**src/rtl/hazard_pkg.sv**
```systemverilog
// Shared constants and types for the hazard scoreboard and its divider interlock.
package hazard_pkg;

  // Post-ID stage indices; a forward select of k steers from the stage-k register.
  localparam int unsigned ST_EX = 1;
  localparam int unsigned ST_ME = 2;
  localparam int unsigned ST_WB = 3;

  // Stage whose output first carries the result.
  localparam int unsigned AVAIL_ALU = 1;
  localparam int unsigned AVAIL_MEM = 2;

  // Forward select 0 always means "take the register file value".
  localparam int unsigned FWD_RF = 0;

  // Tag field widths (32 architectural registers, 2-bit avail stage).
  localparam int unsigned TAG_RW  = 5;
  localparam int unsigned TAG_AVW = 2;

  typedef struct packed {
    logic               v;
    logic [TAG_RW-1:0]  wreg;
    logic [TAG_AVW-1:0] avail;
  } tag_t;

  typedef enum logic {
    DIV_IDLE = 1'b0,
    DIV_BUSY = 1'b1
  } div_state_e;

endpackage

```
**src/rtl/hazard_scoreboard_if.sv**
```systemverilog
// ID decode fields in, stall/flush/forward controls out.
interface hazard_scoreboard_if #(
  parameter int unsigned NREG   = 32,
  parameter int unsigned NSTAGE = 4,
  parameter int unsigned AVW    = 2
);
  localparam int unsigned RW   = $clog2(NREG);
  localparam int unsigned SELW = $clog2(NSTAGE + 1);

  logic            valid_d;
  logic [RW-1:0]   rs_d;
  logic [RW-1:0]   rt_d;
  logic            use_rs_d;
  logic            use_rt_d;
  logic            need_d;
  logic [RW-1:0]   wreg_d;
  logic            regwrite_d;
  logic [AVW-1:0]  avail_d;
  logic            is_div_d;
  logic            hilo_rd_d;
  logic            ext_stall;
  logic            except_flush;

  logic            stall_d;
  logic            flush_e;
  logic [SELW-1:0] fwd_a_d;
  logic [SELW-1:0] fwd_b_d;
  logic [SELW-1:0] fwd_a_e;
  logic [SELW-1:0] fwd_b_e;
  logic            div_busy;

  modport master (
    output valid_d, rs_d, rt_d, use_rs_d, use_rt_d, need_d, wreg_d, regwrite_d,
           avail_d, is_div_d, hilo_rd_d, ext_stall, except_flush,
    input  stall_d, flush_e, fwd_a_d, fwd_b_d, fwd_a_e, fwd_b_e, div_busy
  );

  modport slave (
    input  valid_d, rs_d, rt_d, use_rs_d, use_rt_d, need_d, wreg_d, regwrite_d,
           avail_d, is_div_d, hilo_rd_d, ext_stall, except_flush,
    output stall_d, flush_e, fwd_a_d, fwd_b_d, fwd_a_e, fwd_b_e, div_busy
  );
endinterface

```
**src/rtl/hazard_div_fsm.sv**
```systemverilog
// Multi-cycle divider occupancy tracker: busy from issue until HI/LO are valid.
module hazard_div_fsm
  import hazard_pkg::*;
#(
  parameter int unsigned DIV_LAT = 36
) (
  input  logic clk,
  input  logic resetn,
  input  logic start,
  input  logic hold,
  input  logic flush,
  output logic busy
);
  localparam int unsigned CW = $clog2(DIV_LAT);

  div_state_e    state, state_nxt;
  logic [CW-1:0] cnt, cnt_nxt;

  // State and countdown registers.
  always_ff @(posedge clk or negedge resetn) begin
    if (!resetn) begin
      state <= DIV_IDLE;
      cnt   <= '0;
    end else begin
      state <= state_nxt;
      cnt   <= cnt_nxt;
    end
  end

  // Next state: an exception kills the divide; memory stalls freeze the countdown.
  always_comb begin
    state_nxt = state;
    cnt_nxt   = cnt;
    if (flush) begin
      state_nxt = DIV_IDLE;
      cnt_nxt   = '0;
    end else begin
      case (state)
        DIV_IDLE: begin
          if (start) begin
            state_nxt = DIV_BUSY;
            cnt_nxt   = CW'(DIV_LAT - 1);
          end
        end
        DIV_BUSY: begin
          if (!hold) begin
            if (cnt == '0) state_nxt = DIV_IDLE;
            else           cnt_nxt   = cnt - CW'(1);
          end
        end
        default: state_nxt = DIV_IDLE;
      endcase
    end
  end

  assign busy = (state == DIV_BUSY);

endmodule

```
**src/rtl/hazard_scoreboard.sv**
```systemverilog
// Depth-parametrised hazard unit: tracks in-flight writes and drives stall, bubble
// and forward selects for the ID and EX operand muxes.
module hazard_scoreboard
  import hazard_pkg::*;
#(
  parameter int unsigned NREG    = 32,
  parameter int unsigned NSTAGE  = 4,
  parameter int unsigned AVW     = 2,
  parameter int unsigned DIV_LAT = 36
) (
  input  logic               clk,
  input  logic               resetn,
  hazard_scoreboard_if.slave hz
);
  localparam int unsigned RW   = $clog2(NREG);
  localparam int unsigned SELW = $clog2(NSTAGE + 1);

  tag_t [NSTAGE:1]   tags;
  tag_t              id_tag;
  logic [NSTAGE-1:0] match_a, match_b;
  logic [AVW-1:0]    avail_in;
  logic              hit_a, hit_b;
  int unsigned       k_a, k_b, av_a, av_b;
  logic              haz_a, haz_b, div_busy, div_intlk, hold;
  logic              stall_int, flush_int, id_write, div_start;
  logic [SELW-1:0]   sel_a_d, sel_b_d, sel_a_e, sel_b_e;
  logic [SELW-1:0]   fwd_a_e, fwd_b_e;

  // Select for a match at stage k when the operand is needed n stages after ID.
  function automatic logic [SELW-1:0] fwd_sel(input logic hit, input int unsigned k,
                                               input int unsigned n);
    fwd_sel = '0;
    if (hit && (k + n <= NSTAGE)) fwd_sel = SELW'(k + n);
  endfunction

  // Per-stage source compare.
  for (genvar k = 1; k <= NSTAGE; k++) begin : g_match
    assign match_a[k-1] = tags[k].v && (tags[k].wreg == TAG_RW'(hz.rs_d));
    assign match_b[k-1] = tags[k].v && (tags[k].wreg == TAG_RW'(hz.rt_d));
  end

  // Youngest matching stage wins; scanning old-to-young leaves the youngest.
  always_comb begin
    hit_a = 1'b0; k_a = 0; av_a = 0;
    hit_b = 1'b0; k_b = 0; av_b = 0;
    for (int k = NSTAGE; k >= 1; k--) begin
      if (match_a[k-1]) begin hit_a = 1'b1; k_a = 32'(k); av_a = 32'(tags[k].avail); end
      if (match_b[k-1]) begin hit_b = 1'b1; k_b = 32'(k); av_b = 32'(tags[k].avail); end
    end
    hit_a = hit_a & hz.use_rs_d & (hz.rs_d != RW'(0));
    hit_b = hit_b & hz.use_rt_d & (hz.rt_d != RW'(0));
  end

  // Hazard when the producing stage has not yet reached its avail stage.
  always_comb begin
    haz_a   = hit_a && (k_a + 32'(hz.need_d) <= av_a);
    haz_b   = hit_b && (k_b + 32'(hz.need_d) <= av_b);
    sel_a_d = fwd_sel(hit_a, k_a, 0);
    sel_b_d = fwd_sel(hit_b, k_b, 0);
    sel_a_e = fwd_sel(hit_a, k_a, 1);
    sel_b_e = fwd_sel(hit_b, k_b, 1);
  end

  assign div_intlk = div_busy & (hz.is_div_d | hz.hilo_rd_d);
  assign hold      = (haz_a | haz_b | div_intlk) & ~hz.except_flush;
  assign stall_int = resetn & ((hz.valid_d & hold) | hz.ext_stall);
  assign flush_int = resetn & hold & ~hz.ext_stall;
  assign id_write  = ~stall_int & hz.valid_d & hz.regwrite_d & (hz.wreg_d != RW'(0));
  assign div_start = ~stall_int & hz.valid_d & hz.is_div_d;
  assign avail_in  = hz.avail_d;

  // Only real writers enter the pipeline; everything else is an invalid bubble.
  always_comb begin
    id_tag = '0;
    if (id_write) begin
      id_tag.v     = 1'b1;
      id_tag.wreg  = TAG_RW'(hz.wreg_d);
      id_tag.avail = TAG_AVW'(avail_in);
    end
  end

  // Tag pipeline: exception clears, memory stall freezes, otherwise shift.
  always_ff @(posedge clk or negedge resetn) begin
    if (!resetn) begin
      tags <= '0;
    end else if (hz.except_flush) begin
      tags <= '0;
    end else if (!hz.ext_stall) begin
      for (int k = NSTAGE; k >= 2; k--) tags[k] <= tags[k-1];
      tags[ST_EX] <= id_tag;
    end
  end

  // EX forward selects follow the instruction from ID into EX.
  always_ff @(posedge clk or negedge resetn) begin
    if (!resetn) begin
      fwd_a_e <= '0;
      fwd_b_e <= '0;
    end else if (hz.except_flush) begin
      fwd_a_e <= '0;
      fwd_b_e <= '0;
    end else if (!hz.ext_stall) begin
      if (flush_int) begin
        fwd_a_e <= '0;
        fwd_b_e <= '0;
      end else if (!stall_int) begin
        fwd_a_e <= hz.valid_d ? sel_a_e : '0;
        fwd_b_e <= hz.valid_d ? sel_b_e : '0;
      end
    end
  end

  hazard_div_fsm #(.DIV_LAT(DIV_LAT)) u_div (
    .clk    (clk),
    .resetn (resetn),
    .start  (div_start),
    .hold   (hz.ext_stall),
    .flush  (hz.except_flush),
    .busy   (div_busy)
  );

  assign hz.stall_d  = stall_int;
  assign hz.flush_e  = flush_int;
  assign hz.fwd_a_d  = resetn ? sel_a_d : '0;
  assign hz.fwd_b_d  = resetn ? sel_b_d : '0;
  assign hz.fwd_a_e  = fwd_a_e;
  assign hz.fwd_b_e  = fwd_b_e;
  assign hz.div_busy = div_busy;

endmodule

```
**src/flat_wrapper.sv**
```systemverilog
// flat-port wrapper written by rule: the top's interface ports become plain ports
module hazard_scoreboard_flat import hazard_pkg::*;
#(
  parameter int unsigned NREG    = 32,
  parameter int unsigned NSTAGE  = 4,
  parameter int unsigned AVW     = 2,
  parameter int unsigned DIV_LAT = 36
)
  (clk, resetn, hz_valid_d, hz_rs_d, hz_rt_d, hz_use_rs_d, hz_use_rt_d, hz_need_d, hz_wreg_d, hz_regwrite_d, hz_avail_d, hz_is_div_d, hz_hilo_rd_d, hz_ext_stall, hz_except_flush, hz_stall_d, hz_flush_e, hz_fwd_a_d, hz_fwd_b_d, hz_fwd_a_e, hz_fwd_b_e, hz_div_busy);
  hazard_scoreboard_if #(.NREG(NREG), .NSTAGE(NSTAGE), .AVW(AVW)) hz_i ();
  input  logic clk;
  input  logic resetn;
  input wire logic [$bits(hz_i.valid_d)-1:0] hz_valid_d;
  input wire logic [$bits(hz_i.rs_d)-1:0] hz_rs_d;
  input wire logic [$bits(hz_i.rt_d)-1:0] hz_rt_d;
  input wire logic [$bits(hz_i.use_rs_d)-1:0] hz_use_rs_d;
  input wire logic [$bits(hz_i.use_rt_d)-1:0] hz_use_rt_d;
  input wire logic [$bits(hz_i.need_d)-1:0] hz_need_d;
  input wire logic [$bits(hz_i.wreg_d)-1:0] hz_wreg_d;
  input wire logic [$bits(hz_i.regwrite_d)-1:0] hz_regwrite_d;
  input wire logic [$bits(hz_i.avail_d)-1:0] hz_avail_d;
  input wire logic [$bits(hz_i.is_div_d)-1:0] hz_is_div_d;
  input wire logic [$bits(hz_i.hilo_rd_d)-1:0] hz_hilo_rd_d;
  input wire logic [$bits(hz_i.ext_stall)-1:0] hz_ext_stall;
  input wire logic [$bits(hz_i.except_flush)-1:0] hz_except_flush;
  output wire logic [$bits(hz_i.stall_d)-1:0] hz_stall_d;
  output wire logic [$bits(hz_i.flush_e)-1:0] hz_flush_e;
  output wire logic [$bits(hz_i.fwd_a_d)-1:0] hz_fwd_a_d;
  output wire logic [$bits(hz_i.fwd_b_d)-1:0] hz_fwd_b_d;
  output wire logic [$bits(hz_i.fwd_a_e)-1:0] hz_fwd_a_e;
  output wire logic [$bits(hz_i.fwd_b_e)-1:0] hz_fwd_b_e;
  output wire logic [$bits(hz_i.div_busy)-1:0] hz_div_busy;
  assign hz_i.valid_d = hz_valid_d;
  assign hz_i.rs_d = hz_rs_d;
  assign hz_i.rt_d = hz_rt_d;
  assign hz_i.use_rs_d = hz_use_rs_d;
  assign hz_i.use_rt_d = hz_use_rt_d;
  assign hz_i.need_d = hz_need_d;
  assign hz_i.wreg_d = hz_wreg_d;
  assign hz_i.regwrite_d = hz_regwrite_d;
  assign hz_i.avail_d = hz_avail_d;
  assign hz_i.is_div_d = hz_is_div_d;
  assign hz_i.hilo_rd_d = hz_hilo_rd_d;
  assign hz_i.ext_stall = hz_ext_stall;
  assign hz_i.except_flush = hz_except_flush;
  assign hz_stall_d = hz_i.stall_d;
  assign hz_flush_e = hz_i.flush_e;
  assign hz_fwd_a_d = hz_i.fwd_a_d;
  assign hz_fwd_b_d = hz_i.fwd_b_d;
  assign hz_fwd_a_e = hz_i.fwd_a_e;
  assign hz_fwd_b_e = hz_i.fwd_b_e;
  assign hz_div_busy = hz_i.div_busy;
  hazard_scoreboard #(.NREG(NREG), .NSTAGE(NSTAGE), .AVW(AVW), .DIV_LAT(DIV_LAT)) u_core (.clk(clk), .resetn(resetn), .hz(hz_i));
endmodule
```
**config.mk**
```make
export PLATFORM = sky130hd
export DESIGN_NAME = hazard_scoreboard_flat
export DESIGN_NICKNAME = d
export VERILOG_FILES = /design/src/rtl/hazard_pkg.sv /design/src/rtl/hazard_scoreboard_if.sv /design/src/rtl/hazard_div_fsm.sv /design/src/rtl/hazard_scoreboard.sv /design/src/flat_wrapper.sv
export SDC_FILE = /design/constraint.sdc
export NUM_CORES = 1
export LEC_CHECK = 0
export BUFFER_PORTS_ARGS = -buffer_cell sky130_fd_sc_hd__clkbuf_2
export CAP_MARGIN = 10
export CORE_MARGIN = 4
export CORE_UTILIZATION = 34
export CTS_CLUSTER_DIAMETER = 120
export CTS_CLUSTER_SIZE = 10
export DETAILED_ROUTE_END_ITERATION = 8
export PLACE_DENSITY = 0.57
export SLEW_MARGIN = 20
export SYNTH_ARGS = -nofsm -noshare
export SYNTH_HDL_FRONTEND = slang
export SYNTH_SLANG_ARGS = --single-unit
```
**constraint.sdc**
```tcl
create_clock -name clk -period 5.5 [get_ports clk]
set_input_delay 0.825 -clock clk [delete_from_list [all_inputs] [get_ports clk]]
set_output_delay 0.825 -clock clk [all_outputs]
set_load 0.02 [all_outputs]
```
==> run_results.csv <==
group,metric,value,unit
run,cap_violations,0,
worst_setup_path,crit_path_cell_trace,"clkbuf_2 > xor2_1 > nor4_1 > and3_1 > nand2b_1 > nand2b_1 > ha_1 > ha_1 > ha_1 > nor2b_1 > o21ai_0 > and2_4 > o311a_4 > a31oi_4 > a211oi_4 > nor2b_1 > clkbuf_2",
yosys,synthMuxAreaShare,7.354,%
worst_setup_path,critical_path_class,"in -> out",
placed_design,dp.cells,506,
yosys,synth_edf_count,0,
detailed_routing,drt_iter0_drc,136,
yosys,synth_area_per_cell,9.177,µm²
finish,syn_to_final_growth,11.60,%
cts,cts_setup_buffers,0,
detailed_routing,vias_per_cell,5.056,
cts,clkSinkCount,45,
cts,cts_buffers,5,
worst_setup_path,start_kind,"primary input",
yosys,yosys.area_share.adder,5.745,%
sta,setup_tns,0,ns
yosys,yosysUniqueCellTypes,52,
yosys,synth_warnings,0,
sta,hold_viol,0,
sta,fin_worst_skew,0.005616,ns
yosys,synth_seq_cells,45,
yosys,synth_cells,356,
finish,stdcell_area,3646,µm²
power_and_ir_drop,leakage,0.001822,µW
detailed_routing,first_pass_iters,4,
floorplanning,row_count,35,
finish,layout_commonest_cell,"dfrtp_1",
placed_design,dp_hpwl,6.036,mm
yosys,synth_xor_area_share,12.60,%
sta,rsz0062_at_grt,"false",
cts,htreeDepth,2,
floorplanning,start_util,35.19,%
worst_setup_path,r2r_setup_slack,1.65,ns
floorplanning,die_h,106.0,µm
cts,cts_resized,0,
floorplanning,die_x,106.0,µm
power_and_ir_drop,irDropWorstVdd,0.1058,mV
sta,tightest_slew,1.001,ns
global_route,first_global_vias,2585,
placed_design,port_buffers,42,
global_route,grt_pass1_wl,12.70,mm
worst_setup_path,path_max_fanout,8,
finish,nets,427,
power_and_ir_drop,power_density,184.2,nW/µm²
global_route,grt_max_degree,34,
finish,nFillCells,990,
worst_setup_path,required,4.68,ns
global_route,grtUsageTotal,13.83,%
detailed_routing,drt.antenna.violating_nets,0,
floorplanning,die_area,11240,µm²
global_route,antenna_found_initial,0,
sta,slew_violations,0,
worst_setup_path,crit_buf_inv,2,
worst_setup_path,arrival,4.28,ns
yosys,synth_seq_area_share,34.47,%
yosys,synth_top_family_by_area,"simple AND/OR/NAND/NOR gates",
sta,period_minus_slack,5.105,ns
sta,post-route-period-util,92.81,%
finish,mostFrequentLayoutCells,"dfrtp_1, clkbuf_2, nor2_1, xor2_1, nand2_1",
detailed_routing,wirelength,7.675,mm
yosys,synth_compound_area_share,15.24,%
yosys,synth_flop_cell,"dfrtp_1",
detailed_routing,vias,2599,
cts,clk_latency,0.30,ns
yosys,async_flop_share,100.0,%
worst_setup_path,endpoint_kind,"output port",
worst_setup_path,max_stage_delay,0.43,ns
sta,finalSetupViolCount,0,
finish,instances_no_fill,514,
sta,holdWs,0.4926,ns
cts,path_clk_slew,0.09,ns
cts,holdBufCountCts,0,
yosys,synth_area,3267,µm²
status,status,"finished clean",
worst_setup_path,crit_family,"simple AND/OR/NAND/NOR gates",
yosys,yosys.area_share.simple,18.61,%
detailed_routing,drc_errors,0,
detailed_routing,routedWlPerCell,14.93,µm
min_path,hold_class,"reg -> reg",
floorplanning,core_area,9284,µm²
placed_design,gp_congestion,0.8496,
finish,insertedDiodeCount,0,
worst_setup_path,worst_path_most_repeated_cell,"ha_1",
finish,drive_above_1_share,17.14,%
cts,cts_root_buffer,"clkbuf_8",
yosys,synth_nets,399,
cts,tritoncts,"built",
placed_design,dpl_cell_area,3552,µm²
worst_setup_path,critPathSlowestCell,"and3_1",
global_route,grt-ovfl-total,0,
sta,relSlewSlack,33.29,%
cts,clk_path_buf_depth,2,
floorplanning,pin_count,43,
sta,max_freq,195.9,MHz
-- stage by stage --
stage | setup WS, ns | total power (µW) | util, %
final | 0.3953 | 671.5 | 39.27
after global routing | 0.1554 | 711.6 | 39.27
after CTS | 0.3728 | 685.9 | 39.27
after detailed placement | 0.3789 | 462.0 | 38.26
after global placement | 0.4382 | 461.2 | 38.26
after floorplan | 0.5973 | 429.0 | -
-- flip-flops by register name, summed over array words and instances, names as in the netlist --
signal             flops
u_core.u_div.cnt       6
u_core.hz.fwd_a_e      3
u_core.tags           32
u_core.u_div.busy      1
u_core.hz.fwd_b_e      3
-- final cells by class --
type / instances / area [µm²] / area share (%)
well taps: 129 / 161.4 / 4.427
inverters: 19 / 71.32 / 1.956
clock inverters: 3 / 25.02 / 0.6863
repair buffers: 47 / 247.7 / 6.795
flip-flops and latches: 45 / 1126 / 30.89
clock buffers: 5 / 68.82 / 1.887
multi-input cells: 266 / 1946 / 53.36
-- cells in the mapped netlist (2+ instances only) --
| cell type | count | share of area, % |
|---|---|---|
| buf_1 | 5 | 0.57 |
| nand3_1 | 14 | 2.1 |
| o21a_1 | 2 | 0.46 |
| nor4_1 | 10 | 1.9 |
| or3_1 | 2 | 0.38 |
| inv_1 | 19 | 2.2 |
| mux2i_1 | 24 | 7.4 |
| xnor2_1 | 13 | 3.5 |
| a21oi_1 | 2 | 0.31 |
| a221oi_1 | 4 | 1.1 |
| or4_1 | 3 | 0.69 |
| nor2b_1 | 7 | 1.3 |
| nand2_1 | 27 | 3.1 |
| nor3_1 | 5 | 0.77 |
| o21ai_0 | 7 | 1.1 |
| a31oi_1 | 3 | 0.57 |
| and3_1 | 6 | 1.1 |
| o31a_1 | 2 | 0.54 |
| dfrtp_1 | 45 | 34 |
| ha_1 | 15 | 5.7 |
| xor2_1 | 34 | 9.1 |
| o31ai_1 | 9 | 2.1 |
| o2111ai_1 | 3 | 0.80 |
| a32o_1 | 3 | 0.92 |
| nor2_1 | 39 | 4.5 |
| o21ai_1 | 8 | 1.2 |
| buf_2 | 14 | 2.1 |
| clkbuf_1 | 5 | 0.57 |
| nand2b_1 | 3 | 0.57 |
-- logic make-up (layout without fill, tap and decap cells) --
logic type	Yosys count	count (layout)
simple gates	123	123
mux	24	24
flops	45	45
xor+xnor	47	47
fa+ha+maj	15	15
buf+inv	45	74
compound gates	57	57
-- layer usage --
metal | wire length [µm] | GRT usage (%) | part of all wire, % | vias to the layer above
li1 | - | - | - | 1290
met1 | 3675 | 18.42 | 48 | 1252
met2 | 3641 | 23.27 | 47 | 47
met3 | 222 | 1.943 | 2.9 | 10
met4 | 136 | 4.255 | 1.8 | 0
met5 | 0 | 0 | 0 | -
-- worst register-to-register path, cell delays in order, from the launching register on --
cell,delay [ns]
dfrtp_1,0.44
xor2_1,0.19
nor4_1,0.31
and3_1,0.43
nand2b_1,0.12
nand2b_1,0.19
ha_1,0.19
ha_1,0.24
ha_1,0.30
nor2b_1,0.12
o21ai_0,0.08
and2_4,0.18
o311a_4,0.13
a31oi_4,0.30
a211oi_4,0.11
buf_4,0.19
o31ai_1,0.24
-- power breakdown --
group	internal, µW	switching, µW
clock network	91.9	125
registers	337	8.52
logic	43.5	65.9
-- path summary, 6_finish.rpt --
check                                startpoint              endpoint  depth (start not counted)
max in group asynchronous                resetn   u_core.u_div.cnt[0]                          2
min                        u_core.hz.fwd_b_e[0]  u_core.hz.fwd_b_e[0]                          2
min reg2reg                u_core.hz.fwd_b_e[0]  u_core.hz.fwd_b_e[0]                          2
max reg2reg                     u_core.tags[20]  u_core.hz.fwd_b_e[2]                         16
min in group asynchronous                resetn       u_core.tags[29]                          1
max                                  hz_rt_d[2]            hz_flush_e                         17
Note: power is estimated with default switching activity, not from simulation.
